## src/rtl/wb_csr_slave.sv

```systemverilog
// Wishbone CSR slave: ID, CTRL, STATUS, sticky EVENT, IRQ_MASK, saturating COUNT and SCRATCH.
// Single-beat access with a one-cycle response and a level interrupt.
`timescale 1ns/1ps
module wb_csr_slave #(
    parameter int unsigned DATA       = 32,
    parameter int unsigned ADDR       = 32,
    parameter int unsigned STRB       = DATA / 8,
    parameter logic [31:0] ID_VALUE   = 32'h510E0001,
    parameter logic [31:0] CTRL_RESET = 32'h0
) (
    input  logic            wb_clk,
    input  logic            rst,
    input  logic            wb_cyc_i,
    input  logic            wb_stb_i,
    input  logic            wb_we_i,
    input  logic [ADDR-1:0] wb_adr_i,
    input  logic [DATA-1:0] wb_dat_i,
    input  logic [STRB-1:0] wb_sel_i,
    output logic [DATA-1:0] wb_dat_o,
    output logic            wb_ack_o,
    output logic            wb_err_o,
    output logic            wb_stall_o,
    output logic [31:0]     ctrl_o,
    input  logic [31:0]     status_i,
    input  logic [31:0]     event_i,
    input  logic            cnt_inc_i,
    output logic            irq_o
);

    localparam logic [5:0] OFF_ID      = 6'd0;
    localparam logic [5:0] OFF_CTRL    = 6'd1;
    localparam logic [5:0] OFF_STATUS  = 6'd2;
    localparam logic [5:0] OFF_EVENT   = 6'd3;
    localparam logic [5:0] OFF_MASK    = 6'd4;
    localparam logic [5:0] OFF_COUNT   = 6'd5;
    localparam logic [5:0] OFF_SCRATCH = 6'd6;

    typedef enum logic {IDLE, RESP} state_t;

    state_t          r_state;
    state_t          w_state_nxt;
    logic [31:0]     r_ctrl;
    logic [31:0]     r_event;
    logic [31:0]     r_mask;
    logic [31:0]     r_count;
    logic [31:0]     r_scratch;
    logic            r_ack;
    logic            r_err;
    logic            r_stall;
    logic [DATA-1:0] r_dat;
    logic            r_irq;

    logic [5:0]      w_off;
    logic            w_acc;
    logic            w_wr;
    logic            w_mapped;
    logic [DATA-1:0] w_rdata;
    logic [DATA-1:0] w_bmask;
    logic [31:0]     w_ev_clr;
    logic            w_cnt_clr;
    logic            w_ack_nxt;
    logic            w_err_nxt;
    logic            w_stall_nxt;
    logic [DATA-1:0] w_dat_nxt;
    logic            w_unused;

    assign w_off    = wb_adr_i[7:2];
    assign w_unused = ^{wb_adr_i[ADDR-1:8], wb_adr_i[1:0]};
    assign w_acc    = (r_state == IDLE) && wb_cyc_i && wb_stb_i;
    assign w_wr     = w_acc && wb_we_i;

    // Byte-select expansion to a bit mask
    always_comb begin
        w_bmask = '0;
        for (int i = 0; i < int'(STRB); i++) begin
            w_bmask[i*8 +: 8] = {8{wb_sel_i[i]}};
        end
    end

    // Register read mux and address decode
    always_comb begin
        w_rdata  = '0;
        w_mapped = 1'b1;
        case (w_off)
            OFF_ID:      w_rdata = ID_VALUE;
            OFF_CTRL:    w_rdata = r_ctrl;
            OFF_STATUS:  w_rdata = status_i;
            OFF_EVENT:   w_rdata = r_event;
            OFF_MASK:    w_rdata = r_mask;
            OFF_COUNT:   w_rdata = r_count;
            OFF_SCRATCH: w_rdata = r_scratch;
            default:     w_mapped = 1'b0;
        endcase
    end

    assign w_ev_clr  = (w_wr && (w_off == OFF_EVENT)) ? (wb_dat_i & w_bmask) : 32'h0;
    assign w_cnt_clr = w_wr && (w_off == OFF_COUNT);

    // FSM next state and next response values
    always_comb begin
        w_state_nxt = r_state;
        w_ack_nxt   = 1'b0;
        w_err_nxt   = 1'b0;
        w_stall_nxt = 1'b0;
        w_dat_nxt   = '0;
        case (r_state)
            IDLE: begin
                if (wb_cyc_i && wb_stb_i) begin
                    w_state_nxt = RESP;
                    w_stall_nxt = 1'b1;
                    w_ack_nxt   = w_mapped;
                    w_err_nxt   = !w_mapped;
                    w_dat_nxt   = (w_mapped && !wb_we_i) ? w_rdata : '0;
                end
            end
            RESP: w_state_nxt = IDLE;
            default: w_state_nxt = IDLE;
        endcase
    end

    always_ff @(posedge wb_clk) begin
        if (rst) begin
            r_state <= IDLE;
            r_ack   <= 1'b0;
            r_err   <= 1'b0;
            r_stall <= 1'b0;
            r_dat   <= '0;
        end else begin
            r_state <= w_state_nxt;
            r_ack   <= w_ack_nxt;
            r_err   <= w_err_nxt;
            r_stall <= w_stall_nxt;
            r_dat   <= w_dat_nxt;
        end
    end

    // CSR storage; writes commit in the sampling cycle
    always_ff @(posedge wb_clk) begin
        if (rst) begin
            r_ctrl    <= CTRL_RESET;
            r_event   <= 32'h0;
            r_mask    <= 32'h0;
            r_count   <= 32'h0;
            r_scratch <= 32'h0;
            r_irq     <= 1'b0;
        end else begin
            if (w_wr && (w_off == OFF_CTRL)) begin
                r_ctrl <= (r_ctrl & ~w_bmask) | (wb_dat_i & w_bmask);
            end
            if (w_wr && (w_off == OFF_MASK)) begin
                r_mask <= (r_mask & ~w_bmask) | (wb_dat_i & w_bmask);
            end
            if (w_wr && (w_off == OFF_SCRATCH)) begin
                r_scratch <= (r_scratch & ~w_bmask) | (wb_dat_i & w_bmask);
            end
            r_event <= (r_event & ~w_ev_clr) | event_i;
            if (w_cnt_clr) begin
                r_count <= 32'h0;
            end else if (cnt_inc_i && (r_count != 32'hFFFF_FFFF)) begin
                r_count <= r_count + 32'd1;
            end
            r_irq <= |(r_event & r_mask);
        end
    end

    // A reset landing in the response cycle cancels the pending handshake
    assign wb_ack_o   = r_ack & ~rst;
    assign wb_err_o   = r_err & ~rst;
    assign wb_stall_o = r_stall;
    assign wb_dat_o   = r_dat;
    assign ctrl_o     = r_ctrl;
    assign irq_o      = r_irq;

endmodule

```

## config.mk

```make
export PLATFORM = sky130hd
export DESIGN_NAME = wb_csr_slave
export DESIGN_NICKNAME = d
export VERILOG_FILES = /design/src/rtl/wb_csr_slave.sv
export SDC_FILE = /design/constraint.sdc
export NUM_CORES = 1
export LEC_CHECK = 0
export BUFFER_PORTS_ARGS = -buffer_cell sky130_fd_sc_hd__buf_2
export CORE_ASPECT_RATIO = 0.9
export CORE_MARGIN = 1.5
export CORE_UTILIZATION = 57
export CTS_CLUSTER_DIAMETER = 30
export DETAILED_ROUTE_END_ITERATION = 6
export PLACE_DENSITY = 0.85
export SLEW_MARGIN = 20
export SYNTH_ARGS = -nofsm -noshare
export SYNTH_HDL_FRONTEND = slang
export SYNTH_SLANG_ARGS = --single-unit
```

## constraint.sdc

```tcl
create_clock -name wb_clk -period 6.19 [get_ports wb_clk]
set_input_delay 0.3095 -clock wb_clk [delete_from_list [all_inputs] [get_ports wb_clk]]
set_output_delay 0.3095 -clock wb_clk [all_outputs]
set_load 0.02 [all_outputs]
```

==> Word level (Yosys, flattened, before mapping) <==
Cells that the tools add are included.
{ "totals": {"regBits": 197, "inputBits": 138, "output_inout_bits": 68, "elab_cells": 62} }
{ "op_classes": {"add_sub_neg": 1, "eq_ne": 7, "n_mux": 5, "bitwise": 18, "reduce_logical": 20} }
{ "ops": {"columns": ["cell", "count"], "rows": [
  ["$pmux 32 s7", 1],
  ["$and 32x32->32", 6],
  ["$or 32x32->32", 4],
  ["$not 32->32", 2],
  ["$add 32x1->32 const B", 1],
  ["$mux 32", 1],
  ["$ne 32x32->1 const B", 1],
  ["$reduce_or 32->1", 1],
  ["$eq 6x3->1 const B", 3],
  ["$eq 6x2->1 const B", 2],
  ["$logic_and 1x1->1", 11],
  ["$reduce_or 7->1", 1],
  ["$eq 6x1->1 const B", 1],
  ["$logic_not 6->1", 1],
  ["$not 1->1", 4],
  ["$reduce_or 2->1", 2],
  ["$reduce_or 4->1", 1],
  ["$reduce_or 3->1", 1],
  ["$and 1x1->1", 2],
  ["$logic_not 1->1", 2],
  ["$mux 1", 2],
  ["$pmux 1 s2", 1]
]} }

==> Logic depth before layout (Yosys ltp) <==
Gate-level depths: netlist of the first run.
{ "logic_depth": {"depth_word": 9, "depth_mapped": 7, "ltp_nobuf": 6} }

==> Worst setup path after synthesis of the first run <==
Ideal clock, no wire load.
{ "synth_timing": {"path_type": "reg2reg", "startpoint": "reg r_count[0]", "endpoint": "reg r_count[17]", "setup_time_ns": 0.059, "t_arrival_ns": 1.973, "t_required_ns": 6.131, "path_slack_ns": 4.158, "path_stages_with_launch": 8, "path_buffers": 1, "period_less_slack_ns": 2.032, "path_cell_list": "dfxtp_1 -> ha_1 -> and4_1 -> and4_1 -> a211o_1 -> buf_4 -> or4_1 -> nand2_1"} }
{ "synth_between": {"elab_chain_len": 2, "word_cells_on_any_way": 3, "cone_classes": "add/sub: 1; eq/ne: 1; reduce/logical: 1"} }
{ "synth_rtl": {"columns": ["item", "line", "rtl"], "rows": [
  ["from (decl)", "45", "logic [31:0] r_count;"],
  ["from (signal assigned)", "160", "r_count <= r_count + 32'd1;"],
  ["branches (longest 2 deep; another with $add 32x1->32)", null, null]
]} }
Parallel ways; which one is timed is not known.
A chain may end at the register's enable or synchronous reset.

==> Worst setup path in the final report of the first run <==
{ "layout_timing": {"startpoint": "reg r_state", "endpoint": "reg r_event[1]"} }
{ "layout_between": {"elab_chain_len": 9} }
{ "layout_rtl": {"columns": ["item", "line", "rtl"], "rows": [
  ["from (decl)", "40", "state_t r_state;"],
  ["from (signal assigned)", "129", "r_state <= w_state_nxt;"],
  ["$not 1->1", null, null],
  ["$logic_and 1x1->1 (2 in series)", "69", "assign w_acc = (r_state == IDLE) && wb_cyc_i && wb_stb_i;"],
  ["$logic_and 1x1->1", "70", "assign w_wr = w_acc && wb_we_i;"],
  ["$logic_and 1x1->1", "96", "assign w_ev_clr = (w_wr && (w_off == OFF_EVENT)) ? (wb_dat_i & w_bmask) : 32'h0;"],
  ["$mux 32", "96", null],
  ["$not 32->32", "156", "r_event <= (r_event & ~w_ev_clr) | event_i;"],
  ["$and 32x32->32", "156", null],
  ["$or 32x32->32", "156", null],
  ["to (signal assigned)", "156", null],
  ["to (decl)", "43", "logic [31:0] r_event;"]
]} }
No other way between the ends.

==> results.toml, run 1 <==
[clock_network]
htreeDepth = 4
cts_sinks = 196
holdBufCountCts = 0
clk_pin_slew_ns = 0.07
cts_setup_buffers = 0
cts_tree = "built"
cts-root-buf = "clkbuf_16"
cts_buffer_depth = 2
clock_latency_ns = 0.44
cts_resized = 0
cts_made_buffers = 17

[detailed_routing]
drtAntennaViolNets = 0
drt_iter0_drc = 2175
routed_wl_mm = 28.2
wire_per_inst_um = 21.2
drc_errors = 54
drt-vias-per-instance = 6.77
num_vias = 8978
firstDrtPassIters = 7

[sta]
hold_viol = 0
slew_headroom_pct = 25.2
fin_hold_ws_ns = 0.0725
tns_ns = 0
setup_viol = 0
worstMarginPinSlew_ns = 1.11
clock-skew-final_ns = 0.00749
rsz0062_at_grt = "false"
finalCriticalPeriod_ns = 2.81
finalCritPeriodShare_pct = 45.5
max_clock_freq_mhz = 355
slew_violations = 0

[pwr]
irDropWorstVdd_uv = 205
p_per_area_nw_per_um2 = 261
p_leak_nw = 3.46

[global_routing]
antenna_found_initial = 0
globalRouteOverflowTotal = 0
grt_pass1_wl_mm = 43.2
grt_pass1_vias = 7983
grt_start_max_net_pins = 102
grt_usage_pct = 37.2

[synth]
ys_top_cells_by_count = "196 x dfxtp_1, 177 x a21oi_1, 158 x nand2_1"
synth_area_um2 = 8210
async_flop_share_pct = 0
avgSynthCellArea_um2 = 8.34
synth.top_cell.area_share_pct = 47.8
synthFlopType = "dfxtp_1"
synth_edf_count = 0
synth_most_common_cell = "dfxtp_1"
netlist_instances = 985
synth_top_cell_by_area = "dfxtp_1"
ys_seq_area_share_pct = 47.8
synth-seq-cells = 196
yosysWarnings = 0
synth_area_leaders = "dfxtp_1 48%, a21oi_1 11%, nand2_1 7.2%"
yosysUniqueCellTypes = 51
synth_nets = 1124

[finish]
drive_above_1_share_pct = 21.2
nNetsFinal = 1259
area_delta_synth_final_pct = 19.4
num_antenna_cells = 0

[worst_setup_path]
critPathKind = "reg2reg"
reg2regPathDepth = 5
required_ns = 6.47
critPathLaunchType = "flip-flop"
reg2reg_from = "r_state"
critPathMaxFanout = 9
worst_r2r_endpoint = "r_event[1]"
crit_arrival_ns = 3.10
timing.reg2reg.setup_slack_ns = 3.38
end_kind = "flip-flop"

[flow_run]
max_cap_violations = 0

[min_path]
hp-start = "event_i[22]"
min_path_type = "in2reg"
whs_endpoint = "r_event[22]"
whs_path_depth = 3

[die]
initial_core_util_pct = 58.4
rows = 41
die-area_um2 = 15100
chipWidth_um = 130
ios = 206
die_h_um = 117
core_um2 = 14100

[outcome]
violations = "design-rule violations"
status = "complete, but fails checks"

[placed_design]
hpwl_mm = 18.2
gp_congestion = 0.902
port_buffers = 179
## worst max-delay path: stages (launching register included)
cell,delay (ns)
dfxtp_1,0.31
nand4b_1,0.72
nor4_2,1.17
nand2_1,0.16
a21oi_1,0.22
nor2_1,0.06
## area by class of cell
class                           count  area, um2
Timing Repair Buffer              186        951
Fill cell                        1124       4250
Tap cell                          193        241
Clock buffer                       21        460
Clock inverter                     11        133
Inverter                            9       33.8
Sequential cell                   196       3920
Multi-Input combinational cell    710       4060
## cell families after synthesis
| group | after synthesis | share of synthesized area (%) |
|---|---|---|
| adders and majority gates | 1 | 0.152 |
| buffers and inverters | 79 | 3.86 |
| AOI/OAI and AO/OA | 298 | 23.4 |
| xor gates and xnor gates | 12 | 1.28 |
| DFF | 196 | 47.8 |
| and+or+nand+nor | 398 | 23.4 |
| muxes | 1 | 0.122 |
## placed cells by master, fill, tap and decap left out, types with 3 or more instances in the layout
master	count
a211oi_1	4
a21oi_1	177
a221oi_1	4
a222oi_1	57
a22o_1	4
a22oi_1	15
a31oi_1	8
and2_1	4
and3_1	3
and4_1	7
buf_2	178
buf_4	8
bufinv_16	3
clkbuf_16	17
clkinv_2	7
dfxtp_1	196
inv_1	9
nand2_1	158
nand3_1	106
nand4_1	15
nor2_1	52
nor2_4	6
nor3_1	3
nor3_4	3
nor4_1	4
nor4_2	4
o211ai_1	3
o21ai_0	10
o31ai_1	4
or3_1	8
or4_1	8
xnor2_1	8
xor2_1	4
## worst max-delay path by stage
stage / start / to / slack [ns] / cells past startpoint
3_5_place_dp: wb_cyc_i / r_event[15] / 3.51 / 6
2_1_floorplan: r_count[0] / r_count[17] / 4.16 / 7
4_1_cts: r_state / r_event[1] / 3.50 / 5
3_3_place_gp: wb_cyc_i / r_event[16] / 3.55 / 6
6_report: r_state / r_event[1] / 3.38 / 5
5_1_grt: r_state / r_event[1] / 3.34 / 5
## metrics by stage
| step | instance area, um2 | utilization [%] | worst slack (ns) | power, mW | std cells |
|---|---|---|---|---|---|
| after floorplan | 8210 | - | 4.16 | 1.37 | 985 |
| after global placement | 9200 | 65.5 | 3.55 | 1.45 | 1294 |
| after detailed placement | 9200 | 65.5 | 3.51 | 1.45 | 1294 |
| after CTS | 9790 | 69.7 | 3.50 | 2.55 | 1326 |
| after global routing | 9800 | 69.7 | 3.34 | 2.61 | 1326 |
| final | 9800 | 69.7 | 3.38 | 2.56 | 1326 |
## layer usage
layer	part of all wire (%)	global-route usage, %	vias up	wire length [um]
li1	-	-	3966	-
met1	39	50.7	4142	10900
met2	43	55.4	779	12200
met3	15	10.7	91	4100
met4	3.3	16.1	0	935
met5	0	0	-	0
## power by group
group	switching, mW	total [mW]	internal, mW	leakage, nW
registers	0.0203	1.30	1.28	1.59
logic	0.0843	0.127	0.0430	1.57
clock network	0.478	1.13	0.652	0.296
Power figures use the tool's default switching activity.
==> run 2: changes to the inputs <==
- ABC_AREA: not set -> 1
- CORE_UTILIZATION: 57 -> 54
- PLACE_DENSITY: 0.85 -> 0.8
- clock period: 6.19 -> 2.75 ns (I/O delays scaled with it)
==> results.toml, run 2 <==
[outcome]
status = "finished clean"

[clock_network]
cts_tree = "built"
cts_setup_buffers = 0
cts_buffer_depth = 2
holdBufCountCts = 38
htreeDepth = 4
cts_made_buffers = 17
cts-root-buf = "clkbuf_16"
cts_resized = 0
clock_latency_ns = 0.44
clk_pin_slew_ns = 0.08
cts_sinks = 196

[detailed_routing]
wire_per_inst_um = 16.0
firstDrtPassIters = 6
drtAntennaViolNets = 0
num_vias = 9775
drc_errors = 0
routed_wl_mm = 28.2
drt-vias-per-instance = 5.56
drt_iter0_drc = 944

[sta]
slew_violations = 0
slew_headroom_pct = 52.4
finalCriticalPeriod_ns = 2.16
tns_ns = 0
clock-skew-final_ns = 0.0143
fin_hold_ws_ns = 0.0111
finalCritPeriodShare_pct = 78.5
max_clock_freq_mhz = 463
worstMarginPinSlew_ns = 0.711
setup_viol = 0
rsz0062_at_grt = "false"
hold_viol = 0
setup_ws_ns = 0.591

[synth]
synthSimpleGateAreaFrac_pct = 20.6
netlist_instances = 1345
synth_top_cell_by_area = "dfxtp_1"
synthAdderAreaFrac_pct = 0.136
synth_area_leaders = "dfxtp_1 43%, inv_1 9.5%, a21oi_1 8.7%"
yosysWarnings = 0
avgSynthCellArea_um2 = 6.83
yosysUniqueCellTypes = 32
synth-seq-cells = 196
synth.top_cell.area_share_pct = 42.7
synth_compound_area_share_pct = 23.4
ys_top_cells_by_count = "232 x inv_1, 196 x dfxtp_1, 170 x nand2_1, 170 x nor2_1, 160 x a21oi_1"
synth-xor-area-share_pct = 0.286
synth_area_um2 = 9190
yosys-mux-area-fraction_pct = 0
synth_top_family_by_area = "compound AO/OA/AOI/OAI gates"
synth_most_common_cell = "inv_1"
ys_seq_area_share_pct = 42.7
async_flop_share_pct = 0
synthFlopType = "dfxtp_1"
synth_edf_count = 0
synth_nets = 1484

[placed_design]
post-place-ws_ns = 0.499
place_area_um2 = 10200
hpwl_mm = 19.2
port_buffers = 179
dp_cells = 1688
gp_congestion = 0.948

[finish]
layout_common_cells = "231 x inv_1, 196 x dfxtp_1, 179 x buf_2, 170 x nor2_1, 170 x nand2_1"
n_fill_cell = 1440
nNetsFinal = 1673
drive_above_1_share_pct = 16.2
fin_util_pct = 66.5
area_delta_synth_final_pct = 21.4
finalInstanceArea_um2 = 11200
final_common_cell = "inv_1"
fin_cells = 1759

[die]
chipWidth_um = 141
die_h_um = 127
core_um2 = 16800
die-area_um2 = 17800
ios = 206
rows = 45
initial_core_util_pct = 54.8

[global_routing]
grt_start_max_net_pins = 56
globalRouteOverflowTotal = 0
grt_util_met3_pct = 6.76
grt_usage_pct = 31.7
use_met1_pct = 41.8
grt.met2_usage_pct = 51.4
grt_pass1_vias = 9019
antenna_found_initial = 1
busiest_layer = "met2"
grt_pass1_wl_mm = 44.9

[worst_setup_path]
timing.reg2reg.setup_slack_ns = 0.59
critPathMaxFanout = 40
required_ns = 3.12
reg2reg_from = "r_count[1]"
end_kind = "flip-flop"
critPathKind = "reg2reg"
critPathLaunchType = "flip-flop"
crit_arrival_ns = 2.53
reg2regPathDepth = 10
worst_r2r_endpoint = "r_count[9]"

[min_path]
hp-start = "wb_dat_i[15]"
min_path_type = "in2reg"
whs_path_depth = 3

[flow_run]
max_cap_violations = 0

[pwr]
switching_share_pct = 23.6
power_switching_mw = 1.40
p_per_area_nw_per_um2 = 533
p_int_mw = 4.54
power_frac_seq_pct = 48.7
clkPwrFrac_pct = 44.6
irDropWorstVdd_uv = 375
combPwrFrac_pct = 6.7
p_leak_nw = 4.52
power.total_mw = 5.95
-- run 2: cell count changes after synthesis, sizes merged, moves of 52 or more --
| cell | change |
|---|---|
| a222oi | -57 |
| o22ai | +70 |
| o21ai | +153 |
| nand3 | -52 |
| nor2 | +125 |
| inv | +224 |
-- run 2: logic make-up (layout without fill, tap and decap cells) --
family / after synthesis / after routing
and+or+nand+nor: 445 / 445
AOI/OAI and AO/OA: 405 / 405
buffers and inverters: 295 / 497
DFF: 196 / 196
xor gates and xnor gates: 3 / 3
adders and majority gates: 1 / 1
other: 0 / 1
-- run 2: worst max path at each step --
stage	depth (start not counted)	endpoint	start	slack (ns)
2_1_floorplan	9	r_count[2]	r_count[1]	1.11
3_3_place_gp	7	r_event[14]	wb_adr_i[7]	0.62
3_5_place_dp	7	r_event[0]	wb_adr_i[7]	0.50
4_1_cts	5	r_event[0]	r_state	0.61
5_1_grt	9	r_count[7]	r_count[1]	0.32
6_report	10	r_count[9]	r_count[1]	0.59
-- run 2: power groups by stage --
| stage | logic (mW) | registers [mW] | clock network, mW |
|---|---|---|---|
| 2_1_floorplan | 0.189 | 2.96 | 0 |
| 3_3_place_gp | 0.337 | 2.96 | 0 |
| 3_5_place_dp | 0.346 | 2.96 | 0 |
| 4_1_cts | 0.391 | 2.89 | 2.67 |
| 5_1_grt | 0.441 | 2.90 | 2.78 |
| 6_report | 0.401 | 2.90 | 2.65 |
-- run 2: cell type report --
cell class	count	area [um2]	area share, %
antenna	1	2.50	0.0224
clock buffer	21	460	4.13
clock inverter	11	164	1.47
inverter	233	875	7.84
multi-input combinational	854	4080	36.6
sequential	196	3920	35.2
tap	211	264	2.37
timing repair buffer	232	1390	12.4
-- run 2: worst max-delay path, cell delays in order (launching register included) --
cell	delay, ns
dfxtp_1	0.42
ha_1	0.20
inv_1	0.07
nor2_4	0.17
nand2_2	0.09
nor2_2	0.17
nand2_2	0.44
buf_4	0.33
nand2_1	0.05
nand2_1	0.05
a21oi_1	0.11
-- run 2: per-layer routing --
metal | routed length (um) | up-vias
li1 | - | 4760
met1 | 12000 | 4512
met2 | 13200 | 446
met3 | 2340 | 57
met4 | 652 | 0
met5 | 0 | -
==> run 3: changes to the inputs <==
- CORE_UTILIZATION: 54 -> 49
- PLACE_DENSITY: 0.8 -> 0.76
- clock period: 2.75 -> 1.9 ns (I/O delays scaled with it)
==> results.toml, run 3 (synthesis gave the netlist of run 2 again) <==
[outcome]
status = "finished clean"

[global_routing]
globalRouteOverflowTotal = 0
grt_start_max_net_pins = 97
grt_pass1_vias = 9281
grt_usage_pct = 29.9
grt_pass1_wl_mm = 46.6
antenna_found_initial = 2

[min_path]
min_path_type = "in2reg"
whs_path_depth = 3
hp-start = "wb_dat_i[18]"

[worst_setup_path]
timing.reg2reg.setup_slack_ns = 0.05
reg2reg_from = "r_state"
required_ns = 2.23
critical-path-max-stage-delay_ns = 0.33
path_cells = "nor3_1, inv_2, nor2_4, nand2_2, o21ai_0, a21oi_1"
crit_slowest_cell = "dfxtp_1"
critPathMaxFanout = 14
crit_arrival_ns = 2.17
reg2regPathDepth = 6
critPathKind = "reg2reg"
end_kind = "flip-flop"
critPathLaunchType = "flip-flop"

[finish]
drive_above_1_share_pct = 17.7
register_area_um2 = 3930
n_fill_cell = 1648
nNetsFinal = 1715
fin_util_pct = 62.9
area_delta_synth_final_pct = 26.1
layout_common_cells = "229 x inv_1, 194 x dfxtp_1, 179 x buf_2, 169 x nor2_1, 161 x nand2_1"
final_common_cell = "inv_1"
fin_cells = 1834
finalInstanceArea_um2 = 11600
multi_input_comb_area_um2 = 4120

[sta]
max_clock_freq_mhz = 542
rsz0062_at_grt = "false"
clock-skew-final_ns = 0.0139
setup_viol = 0
slew_violations = 0
finalCritPeriodShare_pct = 97.1
worstMarginPinSlew_ns = 0.450
hold_viol = 0
setup_ws_ns = 0.0546
tns_ns = 0
fin_hold_ws_ns = 0.00498
finalCriticalPeriod_ns = 1.85
slew_headroom_pct = 70.0

[pwr]
p_leak_nw = 4.70
power.total_mw = 8.30
irDropWorstVdd_uv = 627
p_per_area_nw_per_um2 = 716

[die]
initial_core_util_pct = 49.9
die-area_um2 = 19600
chipWidth_um = 147
die_h_um = 133
ios = 206
rows = 47
core_um2 = 18400

[detailed_routing]
drc_errors = 0
num_vias = 9998
routed_wl_mm = 29.3
drt_iter0_drc = 834
firstDrtPassIters = 5
wire_per_inst_um = 16.0
drt-vias-per-instance = 5.45
drtAntennaViolNets = 0

[clock_network]
htreeDepth = 4
clk_pin_slew_ns = 0.08
cts_tree = "built"
cts-root-buf = "clkbuf_16"
clock_latency_ns = 0.45
cts_buffer_depth = 2
cts_made_buffers = 17
cts_sinks = 196

[flow_run]
max_cap_violations = 0

[placed_design]
port_buffers = 179
post-place-ws_ns = 0.000545
hpwl_mm = 20.3
dp_cells = 1739
place_area_um2 = 10400
gp_congestion = 0.920
==> run 3: cell count changes in the layout (fill, tap and decap cells not counted), sizes merged <==
cell         previous run  this run
buf                   194       211
bufinv                  3         0
dlygate4sd3            38        63
inv                   238       242
clkbuf                 21        18
clkinvlp                1         0
clkinv                  2         4
==> run 3: layout make-up <==
type                            instances  share of cell area, %
Tap cell                              245                   2.65
Sequential cell                       196                   33.9
Inverter                              233                   7.55
Antenna cell                            1                 0.0216
Timing Repair Buffer                  274                   15.6
Clock inverter                         13                  0.961
Clock buffer                           18                   3.79
Multi-Input combinational cell        854                   35.5
==> run 3: routing by layer <==
metal  vias up  wire [um]  global-route usage [%]  part of all wire (%)
li1       4843          -                       -                     -
met1      4658      12800                    40.6                    44
met2       444      13600                    48.4                    46
met3        51       2260                    5.62                   7.7
met4         2        588                    9.00                   2.0
met5         -         13                       0                 0.044
==> run 3: worst max path at each step <==
stage | start | end
after global routing | r_count[24] | r_count[8]
after detailed placement | r_state | flip-flop
after CTS | r_state | flip-flop
after floorplan | r_count[1] | r_count[2]
after global placement | r_state | flip-flop
final | r_state | flip-flop
==> run 3: timing repair <==
item / 4_1_cts / 5_1_grt
hold endpoints to repair: 86 / 0
buffers inserted: 0 / 0
setup endpoints to repair: 0 / 85
hold buffers: 63 / 0
gates resized for setup: 0 / 18
==> run 3: critical path, delay by kind of cell (launching register included) <==
family	cells	cell delay (ns)
flops	1	0.33
compound gates	2	0.41
buf+inv	1	0.16
simple gates	3	0.82
==> run 3: power breakdown <==
part           internal [mW]  total, mW  leakage (nW)  switching (mW)
Sequential              4.16       4.19          1.59          0.0294
Combinational          0.276      0.632          2.84           0.356
Clock                   1.75       3.47         0.277            1.72
Total                   6.19       8.30          4.70            2.11
